==> src/rtl/mux_rr_arbiter_if.sv <==
// rtl/mux_rr_arbiter_if.sv - valid/ready beat channel with packet delimiter
interface mux_rr_arbiter_if #(
    parameter int DATA_W = 8
);
    logic              valid;
    logic [DATA_W-1:0] data;
    logic              last;
    logic              ready;

    // Producer side of a channel
    modport master (
        output valid,
        output data,
        output last,
        input  ready
    );

    // Consumer side of a channel
    modport slave (
        input  valid,
        input  data,
        input  last,
        output ready
    );
endinterface

==> src/rtl/mux_rr_arbiter.sv <==
// rtl/mux_rr_arbiter.sv - two-requester packet round-robin arbiter driving a 2:1 mux
module mux_rr_arbiter #(
    parameter int DATA_W = 8
) (
    input  logic              clk,
    input  logic              rst,
    mux_rr_arbiter_if.slave   in0,
    mux_rr_arbiter_if.slave   in1,
    mux_rr_arbiter_if.master  out,
    output logic              sel,
    output logic              busy
);

    typedef enum logic {
        IDLE = 1'b0,
        LOCK = 1'b1
    } state_t;

    state_t            state_q;
    logic              sel_q;
    logic              prio_q;
    logic              busy_q;

    logic              grant_valid;
    logic              grant_last;
    logic [DATA_W-1:0] grant_data;
    logic              xfer_last;

    // Steer the granted requester onto the output; everything is quiet outside LOCK
    always_comb begin
        grant_valid = 1'b0;
        grant_last  = 1'b0;
        grant_data  = '0;
        in0.ready   = 1'b0;
        in1.ready   = 1'b0;
        if (state_q == LOCK) begin
            if (sel_q) begin
                grant_valid = in1.valid;
                grant_last  = in1.last;
                grant_data  = in1.data;
                in1.ready   = out.ready;
            end else begin
                grant_valid = in0.valid;
                grant_last  = in0.last;
                grant_data  = in0.data;
                in0.ready   = out.ready;
            end
        end
        xfer_last = grant_valid & out.ready & grant_last;
    end

    assign out.valid = grant_valid;
    assign out.data  = grant_data;
    assign out.last  = grant_last;
    assign sel       = sel_q;
    assign busy      = busy_q;

    // Grant FSM: pick a requester in IDLE, hold it until the last beat is taken
    always_ff @(posedge clk) begin
        if (rst) begin
            state_q <= IDLE;
            sel_q   <= 1'b0;
            prio_q  <= 1'b0;
            busy_q  <= 1'b0;
        end else begin
            case (state_q)
                IDLE: begin
                    if (in0.valid || in1.valid) begin
                        // On a tie the preferred requester wins, otherwise the only one asking
                        sel_q   <= (in0.valid && in1.valid) ? prio_q : in1.valid;
                        state_q <= LOCK;
                        busy_q  <= 1'b1;
                    end
                end
                LOCK: begin
                    if (xfer_last) begin
                        // Hand preference to the requester that just lost out
                        prio_q  <= ~sel_q;
                        state_q <= IDLE;
                        busy_q  <= 1'b0;
                    end
                end
                default: begin
                    state_q <= IDLE;
                    busy_q  <= 1'b0;
                end
            endcase
        end
    end

endmodule
==> src/flat_wrapper.sv <==
// flat-port wrapper written by rule: the top's interface ports become plain ports
module mux_rr_arbiter_flat 
#(
    parameter int DATA_W = 8
)
  (clk, rst, sel, busy, in0_valid, in0_data, in0_last, in0_ready, in1_valid, in1_data, in1_last, in1_ready, out_valid, out_data, out_last, out_ready);
  mux_rr_arbiter_if #(.DATA_W(DATA_W)) in0_i ();
  mux_rr_arbiter_if #(.DATA_W(DATA_W)) in1_i ();
  mux_rr_arbiter_if #(.DATA_W(DATA_W)) out_i ();
  input  logic clk;
  input  logic rst;
  output logic sel;
  output logic busy;
  input wire logic [$bits(in0_i.valid)-1:0] in0_valid;
  input wire logic [$bits(in0_i.data)-1:0] in0_data;
  input wire logic [$bits(in0_i.last)-1:0] in0_last;
  output wire logic [$bits(in0_i.ready)-1:0] in0_ready;
  input wire logic [$bits(in1_i.valid)-1:0] in1_valid;
  input wire logic [$bits(in1_i.data)-1:0] in1_data;
  input wire logic [$bits(in1_i.last)-1:0] in1_last;
  output wire logic [$bits(in1_i.ready)-1:0] in1_ready;
  output wire logic [$bits(out_i.valid)-1:0] out_valid;
  output wire logic [$bits(out_i.data)-1:0] out_data;
  output wire logic [$bits(out_i.last)-1:0] out_last;
  input wire logic [$bits(out_i.ready)-1:0] out_ready;
  assign in0_i.valid = in0_valid;
  assign in0_i.data = in0_data;
  assign in0_i.last = in0_last;
  assign in0_ready = in0_i.ready;
  assign in1_i.valid = in1_valid;
  assign in1_i.data = in1_data;
  assign in1_i.last = in1_last;
  assign in1_ready = in1_i.ready;
  assign out_valid = out_i.valid;
  assign out_data = out_i.data;
  assign out_last = out_i.last;
  assign out_i.ready = out_ready;
  mux_rr_arbiter #(.DATA_W(DATA_W)) u_core (.clk(clk), .rst(rst), .in0(in0_i), .in1(in1_i), .out(out_i), .sel(sel), .busy(busy));
endmodule
==> config.mk <==
export PLATFORM = sky130hd
export DESIGN_NAME = mux_rr_arbiter_flat
export DESIGN_NICKNAME = d
export VERILOG_FILES = /design/src/rtl/mux_rr_arbiter_if.sv /design/src/rtl/mux_rr_arbiter.sv /design/src/flat_wrapper.sv
export SDC_FILE = /design/constraint.sdc
export NUM_CORES = 1
export LEC_CHECK = 0
export CORE_MARGIN = 4
export CORE_UTILIZATION = 24
export CTS_CLUSTER_DIAMETER = 30
export DETAILED_ROUTE_END_ITERATION = 8
export GPL_TIMING_DRIVEN = 0
export PLACE_DENSITY = 0.73
export SYNTH_ARGS = -nofsm -noshare
export SYNTH_HDL_FRONTEND = slang
export SYNTH_SLANG_ARGS = --single-unit
==> constraint.sdc <==
create_clock -name clk -period 1.21 [get_ports clk]
set_input_delay 0.242 -clock clk [delete_from_list [all_inputs] [get_ports clk]]
set_output_delay 0.242 -clock clk [all_outputs]
set_load 0.05 [all_outputs]
==> results.sh <==
export IMPL_status="finished with violations"
export IMPL_violations="setup timing"
export IMPL_antenna_found_initial=0
export IMPL_drt_wl_total_mm=1.39
export IMPL_ir_drop_v=0.000668
export IMPL_via_per_inst=4.62
export IMPL_p_sw_frac=0.387
export IMPL_layout_common_cells="clkdlybuf4s50_1 (22), nor2_4 (10), buf_6 (10)"
export IMPL_drtAntennaViolNets=0
export IMPL_place_congestion=0.661
export IMPL_grt_max_degree=11
export IMPL_drv_cap=0
export IMPL_io_pins=37
export IMPL_instances_no_fill=103
export IMPL_syn_to_final_growth_pct=218
export IMPL_post_route_util=0.824
export IMPL_clockBufferDepth=2
export IMPL_fin_ws_ns=-0.335
export IMPL_worst_setup_path_start_kind="flip-flop"
export IMPL_post_route_cell_area_um2=1090
export IMPL_cts_sinks=4
export IMPL_synth_seq_cells=4
export IMPL_clock_power_share=0.220
export IMPL_layout_commonest_cell="clkdlybuf4s50_1"
export IMPL_required_ns=0.97
export IMPL_hold_buffers=0
export IMPL_wl_per_cell_um=13.5
export IMPL_cp_end_kind="output port"
export IMPL_comb_power_share=0.599
export IMPL_dp_hpwl_um=984
export IMPL_drc=0
export IMPL_synthCells=43
export IMPL_drt_iter0_drc=4
export IMPL_root_buffer="clkbuf_4"
export IMPL_placed_cell_area_um2=857
export IMPL_grt_pass1_vias=490
export IMPL_h_tree_depth=1
export IMPL_seqPwrFrac=0.181
export IMPL_fin_crit_sh=1.28
export IMPL_track_usage=0.150
export IMPL_drive_gt1_frac=0.602
export IMPL_p_switching_w=0.000318
export IMPL_grt_overflow_total=0
export IMPL_worstPathArrival_ns=1.30
export IMPL_power_density_nw_per_um2=756
export IMPL_route_vias_total=476
export IMPL_die_h_um=45.7
export IMPL_die_w_um=45.7
export IMPL_rows=13
export IMPL_insertion_delay_ns=0.24
export IMPL_clkSlewWorstSetupHoldPaths_ns=0.04
export IMPL_hold_viol=0
export IMPL_netlist_area_um2=342
export IMPL_min_from="u_core.busy"
export IMPL_antennaDiodeCount=0
export IMPL_fin_total_pwr_w=0.000821
export IMPL_dp_cells=94
export IMPL_grt_first_pass_wirelength_mm=2.20
export IMPL_p_int_w=0.000503
export IMPL_fmax_ghz=0.647
export IMPL_syn_nets=66
export IMPL_numCtsBuffers=3
export IMPL_clock_skew_ns=0.00340
export IMPL_die_area_um2=2090
export IMPL_rsz0062_at_grt="true"
export IMPL_setup_viol=16
export IMPL_critPathLaunch="u_core.sel"
export IMPL_synth_seq_area_share=0.234
export IMPL_synth_cell_type_count=19
export IMPL_min_path_type="flip-flop to flip-flop"
export IMPL_slew_viol_final=0
export IMPL_r2r_start="u_core.sel"
export IMPL_path_max_fanout=5
export IMPL_place_port_buffers=36
export IMPL_worstMarginPinSlew_ns=0.493
export IMPL_start_util=0.259
export IMPL_dp_worst_setup_slack_ns=-0.846
export IMPL_p_leak_nw=0.394
export IMPL_fin_crit_ns=1.55
export IMPL_synth_area_per_cell_um2=7.94
export IMPL_fin_nets=112
export IMPL_coreArea_um2=1320
export IMPL_cts_tree="done"
export IMPL_firstDrtPassIters=2
export IMPL_yosys_warnings=0
export IMPL_max_slew_margin=0.673
export IMPL_critPathKind="flip-flop to output port"
## worst paths after layout
check / endpoint / slack, ns / cells after the start
setup / recovery: out_data[6] / -0.34 / 5
hold / removal: u_core.busy / 0.52 / 2
setup reg to reg: u_core.prio_q / -0.17 / 4
hold reg to reg: u_core.busy / 0.52 / 2
## power groups by stage
| stage | Combinational (W) | Clock (W) | Sequential, W |
|---|---|---|---|
| after global placement | 0.000396 | 0 | 0.000149 |
| after floorplan | 0.000230 | 0 | 0.000169 |
| after detailed placement | 0.000400 | 0 | 0.000149 |
| final | 0.000492 | 0.000181 | 0.000149 |
| after global routing | 0.000513 | 0.000198 | 0.000150 |
| after CTS | 0.000484 | 0.000192 | 0.000148 |
## metal layers
metal	routed length (um)	global-route usage	vias up	part of all wire
met5	0	0	-	0
met4	0	0.0852	0	0
met3	172	0.0316	0	0.12
met2	685	0.248	25	0.49
met1	531	0.177	210	0.38
li1	-	-	241	-
## what timing repair did
item                       4_1_cts  5_1_grt
buffers inserted                 2        2
pin swaps                        9        2
gates resized for setup        107        4
gates cloned                     1        0
setup endpoints to repair       17       16
## through the flow
step                hold slack, ns  TNS [ns]
floorplan                    0.301     -1.78
global placement             0.470    -10.17
detailed placement           0.479    -10.38
CTS                          0.513     -4.44
global route                 0.536     -4.87
finish                       0.524     -4.05
## synthesized netlist by cell type (all sizes together)
cell	number	area share
clkbuf	1	0.011
o21ai	1	0.015
nor2	13	0.14
a21oi	1	0.015
mux2	1	0.033
dfxtp	4	0.23
and3	1	0.018
mux2i	10	0.29
nor2b	1	0.018
a211oi	1	0.022
o32ai	1	0.026
nor4	1	0.062
o211ai	1	0.022
nand2	1	0.011
inv	2	0.022
nand2b	1	0.018
buf	2	0.037
## worst max-delay path, cell delays in order (launching register included)
cell	delay (ns)
dfxtp_4	0.34
buf_8	0.13
buf_12	0.15
mux2i_4	0.25
nor2_4	0.05
buf_8	0.15
## logic make-up (layout without fill, tap and decap cells)
| family | after synthesis | count (layout) | share of synthesized area |
|---|---|---|---|
| AO/OA/AOI/OAI | 5 | 5 | 0.0989 |
| AND/OR/NAND/NOR | 18 | 18 | 0.271 |
| buffers and inverters | 5 | 50 | 0.0696 |
| flip-flops | 4 | 4 | 0.234 |
| multiplexers | 11 | 11 | 0.326 |
## layout make-up
class	instances	area, um^2
sequential	4	85.1
multi-input combinational	34	452
buffer	3	48.8
inverter	2	7.51
tap	15	18.8
fill	73	231
clock buffer	4	26.3
timing repair buffer	41	448
## registers in the layout (all words and copies together) (netlist names)
signal	count
u_core.sel	1
u_core.busy	1
u_core.state_q	1
u_core.prio_q	1
(Power assumes the default switching activity.)
